--- src/rtl/div_control_fsm.sv ---
// Sequencing controller for a 6-iteration restoring divider: drives the
// iteration counter (E/sclr), the shift/subtract datapath and the host handshake.
module div_control_fsm (
    input  logic clk,
    input  logic reset,
    input  logic start,
    input  logic abort,
    input  logic divisor_zero,
    input  logic r_ge_d,
    input  logic zC,
    output logic E,
    output logic sclr,
    output logic ld_regs,
    output logic shift_en,
    output logic sub_en,
    output logic busy,
    output logic done,
    output logic div0
);

    typedef enum logic [2:0] {
        IDLE = 3'd0,
        LOAD = 3'd1,
        ITER = 3'd2,
        TEST = 3'd3,
        DONE = 3'd4
    } state_t;

    state_t state_q, state_d;
    logic   div0_q, div0_d;

    always_comb begin
        state_d  = state_q;
        div0_d   = div0_q;
        E        = 1'b0;
        sclr     = 1'b0;
        ld_regs  = 1'b0;
        shift_en = 1'b0;
        sub_en   = 1'b0;
        busy     = 1'b0;
        done     = 1'b0;

        unique case (state_q)
            IDLE: begin
                if (start) begin
                    state_d = LOAD;
                    div0_d  = 1'b0;
                end
            end
            LOAD: begin
                ld_regs = 1'b1;
                E       = 1'b1;
                sclr    = 1'b1;
                busy    = 1'b1;
                if (divisor_zero) begin
                    state_d = DONE;
                    div0_d  = 1'b1;
                end else begin
                    state_d = ITER;
                end
            end
            ITER: begin
                shift_en = 1'b1;
                busy     = 1'b1;
                state_d  = TEST;
            end
            TEST: begin
                // zC reflects the count before this increment; the counter wraps to 0 as we leave
                E       = 1'b1;
                sub_en  = r_ge_d;
                busy    = 1'b1;
                state_d = zC ? DONE : ITER;
            end
            DONE: begin
                done    = 1'b1;
                busy    = 1'b1;
                state_d = IDLE;
            end
            default: begin
                state_d = IDLE;
            end
        endcase

        // Abort wins over every other decode and leaves the error flag alone
        if (abort && (state_q != IDLE)) begin
            state_d  = IDLE;
            div0_d   = div0_q;
            E        = 1'b1;
            sclr     = 1'b1;
            ld_regs  = 1'b0;
            shift_en = 1'b0;
            sub_en   = 1'b0;
            done     = 1'b0;
        end
    end

    always_ff @(posedge clk or posedge reset) begin
        if (reset) begin
            state_q <= IDLE;
            div0_q  <= 1'b0;
        end else begin
            state_q <= state_d;
            div0_q  <= div0_d;
        end
    end

    assign div0 = div0_q;

endmodule

--- config.mk ---
export PLATFORM = sky130hd
export DESIGN_NAME = div_control_fsm
export DESIGN_NICKNAME = d
export VERILOG_FILES = /design/src/rtl/div_control_fsm.sv
export SDC_FILE = /design/constraint.sdc
export NUM_CORES = 1
export LEC_CHECK = 0
export BUFFER_PORTS_ARGS = -buffer_cell sky130_fd_sc_hd__buf_2
export CAP_MARGIN = 20
export CORE_AREA = 2 2 39 41
export DETAILED_ROUTE_END_ITERATION = 12
export DIE_AREA = 0 0 41 43
export PLACE_DENSITY = 0.44
export SYNTH_ARGS = -nofsm -noshare
export SYNTH_HDL_FRONTEND = slang
export SYNTH_SLANG_ARGS = --single-unit
--- constraint.sdc ---
create_clock -name clk -period 2.5 [get_ports clk]
set_input_delay 0.25 -clock clk [delete_from_list [all_inputs] [get_ports clk]]
set_output_delay 0.25 -clock clk [all_outputs]
set_load 0.02 [all_outputs]
### Word level (Yosys, flattened, before mapping)

Index checks and enable logic that the tools add are counted.

* equal/unequal tests: 7
* muxes and demuxes: 20
* bitwise logic cells: 1
* reductions and logical operators: 7

Operators with widths (number)
* $mux W1: 14
* $mux W3: 4
* $pmux W3 S4: 1
* $eq A3 B2 Y1 const B: 2
* $ne A2 B2 Y1 const B: 2
* $reduce_and A4 Y1: 1
* $reduce_or A4 Y1: 1
* $eq A3 B1 Y1 const B: 1
* $eq A3 B3 Y1 const B: 1
* $logic_not A3 Y1: 1
* $ne A3 B3 Y1 const B: 1
* $reduce_bool A3 Y1: 1
* $pmux W1 S2: 1
* $reduce_bool A2 Y1: 1
* $reduce_or A2 Y1: 1
* $logic_and A1 B1 Y1: 1
* $not A1 Y1: 1

* register bits after elaboration: 4
* bits of input ports: 7
* output and inout port bits: 8
* word-level logic and storage cells: 37

### Depth between registers and ports, before layout

* depth in word-level cells: 4
* depth in mapped cells: 3
* gate-level depth less buffers: 2

### Worst setup path after synthesis

Ideal clock, no wire load.

* path type: register -> output
* from: reg state_q[2]
* to: out done
* arrival: 1.356 ns
* required time: 2.250 ns
* path slack: 0.894 ns
* stages on the path, launching flop included: 3
* buffers on the path: 1
* cell sequence: dfrtp_1 clkbuf_1 nor4b_1

* cells in the longest elaborated chain, start to end: 3
* elaborated cells on any way between the ends: 5
* classes of those cells: 1 x eq/ne; 2 x mux; 2 x reduce/logical

Ends and longest elaborated chain
* start, declared: RTL line 29 `state_t state_q, state_d;`
* start signal, assigned: RTL line 102 `state_q <= state_d;`
* $eq A3 B3 Y1 / $reduce_bool A3 Y1 (equally long branches): RTL line 43, 85
* $mux W1 / $logic_and A1 B1 Y1 (equally long branches): RTL line 43, 85
* $mux W1 (*): RTL line 85 `if (abort && (state_q != IDLE)) begin`
* end, declared: RTL line 17 `output logic done,`

Mark *: on every way between the ends. The rest lies on a longest branch, timed or not.

### Worst setup path after layout

* from: reg state_q[0]
* to: out ld_regs

* cells in the longest elaborated chain, start to end: 3
* elaborated cells on any way between the ends: 5
* classes of those cells: 1 x eq/ne; 2 x mux; 2 x reduce/logical

Ends and longest elaborated chain
* $eq A3 B1 Y1 / $reduce_bool A3 Y1 (equally long branches): RTL line 43, 85
* $mux W1 / $logic_and A1 B1 Y1 (equally long branches): RTL line 43, 85
* $mux W1 (*): RTL line 85
* end, declared: RTL line 13 `output logic ld_regs,`

Marks and branches as above.

==> flow_summary.ini <==
[clock_network]
clk_pin_slew_worst_paths_ns = 0.04
clockBufferDepth = 2
cts_sinks = 4
cts_made_buffers = 3
ctsHtreeMaxLevel = 1
tritoncts = yes
post-cts-setup-buffer-count = 0
ctsResizeCount = 0
cts-root-buf = clkbuf_4
hold_buffers = 1
insertion_delay_ns = 0.23

[timing]
fmax_mhz = 565.8
post-route-period-util_pct = 70.70
slew_violations = 0
worst-slew-pin-transition_ns = 0.3588
maxSlewHeadroom_pct = 76.08
setup_viol = 0
finalSetupTns_ns = 0
period_minus_slack_ns = 1.767
hold_viol = 0
fin_skew_ns = 0.002797
rsz0062_at_grt = false

[placement]
placed_area_um2 = 377.9
gp_congestion = 0.7116
numPortBuffers = 14
hpwl_um = 478.8

[global_routing]
grt_pass1_wl_um = 1035
overflow = 0
antenna_found_initial = 0
grt_max_degree = 14
grt_pass1_vias = 259
grt.total_usage_pct = 8.753

[power_and_ir_drop]
p_leak_uw = 0.0001989
peakVddDrop_uv = 328.6
power.density_nw_per_um2 = 1055

[min_path]
whs_path_depth = 3
hp-start = divisor_zero
hold-path-endpoint = state_q[1]
hold_path.class = in -> reg

[setup_path]
cpPeakStageDelay_ns = 0.54
cp.arrival_ns = 1.52
r2r_slack_ns = 1.08
cp-start-kind = flip-flop
crit_slowest_cell = dfrtp_1
r2r_cells = 2
path_cells = or3b_2 > nor2_1 > buf_2
path_max_fanout = 13
worst_setup_path_end_kind = primary output
path_class = reg -> out
timing.rr.start = state_q[1]
reg2reg_to = div0
cp.required_ns = 2.25

[routing]
route.detailed.drc = 0
ant_nets = 0
via_per_inst = 4.477
via_count = 291
drt_pass1_iterations = 3
wl_per_cell_um = 10.25
drt_iter0_markers = 4
wl_um = 666

[synthesis]
syn_nets = 41
avgSynthCellArea_um2 = 8.942
synth_area_leaders = dfrtp_1 (33%), nor4b_1 (8.6%), or3b_2 (5.8%), a2111oi_2 (4.9%), a211oi_1 (4.9%)
netlist_area_um2 = 304.0
yosysSeqAreaShare_pct = 32.92
yosysWarnings = 0
synth_cell_types = 21
ys_ff_latch = 4
synth_top_area_cell = dfrtp_1
synth_top_area_share_pct = 32.92
synthCells = 34

[final_layout]
drive_gt1_share_pct = 42.86
multi_input_area_um2 = 176.4
fin_area_um2 = 410.4
area_growth_pct = 34.98
fin_nets = 58
ff_latch_area_um2 = 100.1
diodes = 0
n_fill_cell = 156

[floorplan]
io_pins = 15
std_cell_rows = 14
die_y_um = 43
start_util_pct = 21.97
coreArea_um2 = 1384
dieArea_um2 = 1763
die_w_um = 41

[run_status]
status = completed

[run]
cap_viol_max_count = 0
==> state kept, by name (all words and copies together) (netlist names) <==
register  cells
div0          1
state_q       3
==> synthesized netlist by cell type <==
cell type,instances
a21bo_2,1
mux2i_1,1
nor2_1,3
o21ai_0,1
nand2_1,3
buf_2,1
a221oi_1,1
clkbuf_1,1
o21bai_1,1
buf_4,1
nand2b_1,1
inv_1,3
xnor2_1,1
dfrtp_1,4
nor4b_1,3
or4b_1,1
or3b_1,1
a2111oi_2,1
or3b_2,2
nor3_1,1
a211oi_1,2
==> where the power goes <==
part / total [µW] / internal (µW) / switching (µW) / leakage [µW]
combinational: 224 / 97.2 / 126 / 0.000131
clock: 77.2 / 53.5 / 23.7 / 0.0000138
sequential: 132 / 83.2 / 49.0 / 0.0000538
==> stage by stage <==
stage / setup WS (ns) / hold WS [ns] / total power [µW] / util [%] / std cells
after floorplan: 0.8936 / 0.01608 / 302.2 / - / 34
after global placement: 0.9894 / 0.1343 / 359.5 / 27.31 / 61
after detailed placement: 0.9692 / 0.1320 / 355.9 / 27.31 / 61
after CTS: 0.7179 / 0.3212 / 439.3 / 29.66 / 65
after global routing: 0.6251 / 0.3358 / 474.7 / 29.66 / 65
final: 0.7326 / 0.3275 / 433.0 / 29.66 / 65
==> worst max path at each step <==
stage / cells past startpoint / slack [ns] / end / startpoint
3_3_place_gp: 3 / 0.99 / ld_regs / state_q[0]
6_report: 3 / 0.73 / ld_regs / state_q[0]
3_5_place_dp: 3 / 0.97 / ld_regs / state_q[0]
4_1_cts: 3 / 0.72 / ld_regs / state_q[0]
5_1_grt: 3 / 0.63 / ld_regs / state_q[0]
2_1_floorplan: 2 / 0.89 / done / state_q[2]
==> cells by family (layout without fill, tap and decap cells) <==
kind of cell	Yosys count	count (layout)	share of synthesized area, %
xor+xnor	1	1	2.881
compound gates	7	7	20.16
mux	1	1	3.292
buf+inv	6	21	9.051
flops	4	4	32.92
simple gates	15	15	31.69
==> placed cells by master, fill, tap and decap left out <==
master / count
buf_2: 14
dfrtp_1: 4
inv_1: 3
nor4b_1: 3
nor2_1: 3
nand2_1: 3
clkbuf_4: 3
a211oi_1: 2
or3b_2: 2
or4b_1: 1
or3b_1: 1
o21bai_1: 1
a21bo_2: 1
a221oi_1: 1
mux2i_1: 1
a2111oi_2: 1
xnor2_1: 1
nand2b_1: 1
nor3_1: 1
o21ai_0: 1
dlygate4sd3_1: 1
==> worst max-delay path: cells and delay by family (launching register included) <==
kind / cells / cell delay [ns]
simple gates: 2 / 0.59
buf+inv: 1 / 0.16
flops: 1 / 0.54
==> layer usage <==
layer | wire, µm | track usage (%) | vias up
li1 | - | - | 153
met1 | 317 | 12.30 | 133
met2 | 325 | 10.63 | 5
met3 | 23 | 1.571 | 0
met4 | 0 | 8.000 | 0
met5 | 0 | 0 | -
==> final cells by class <==
class                      count  share of cell area (%)
tap                           16                   4.878
clock buffer                   3                   5.488
sequential                     4                   24.39
timing repair buffer          15                   19.51
multi-input combinational     24                   42.99
inverter                       3                   2.744
Power figures use the tool's default switching activity.
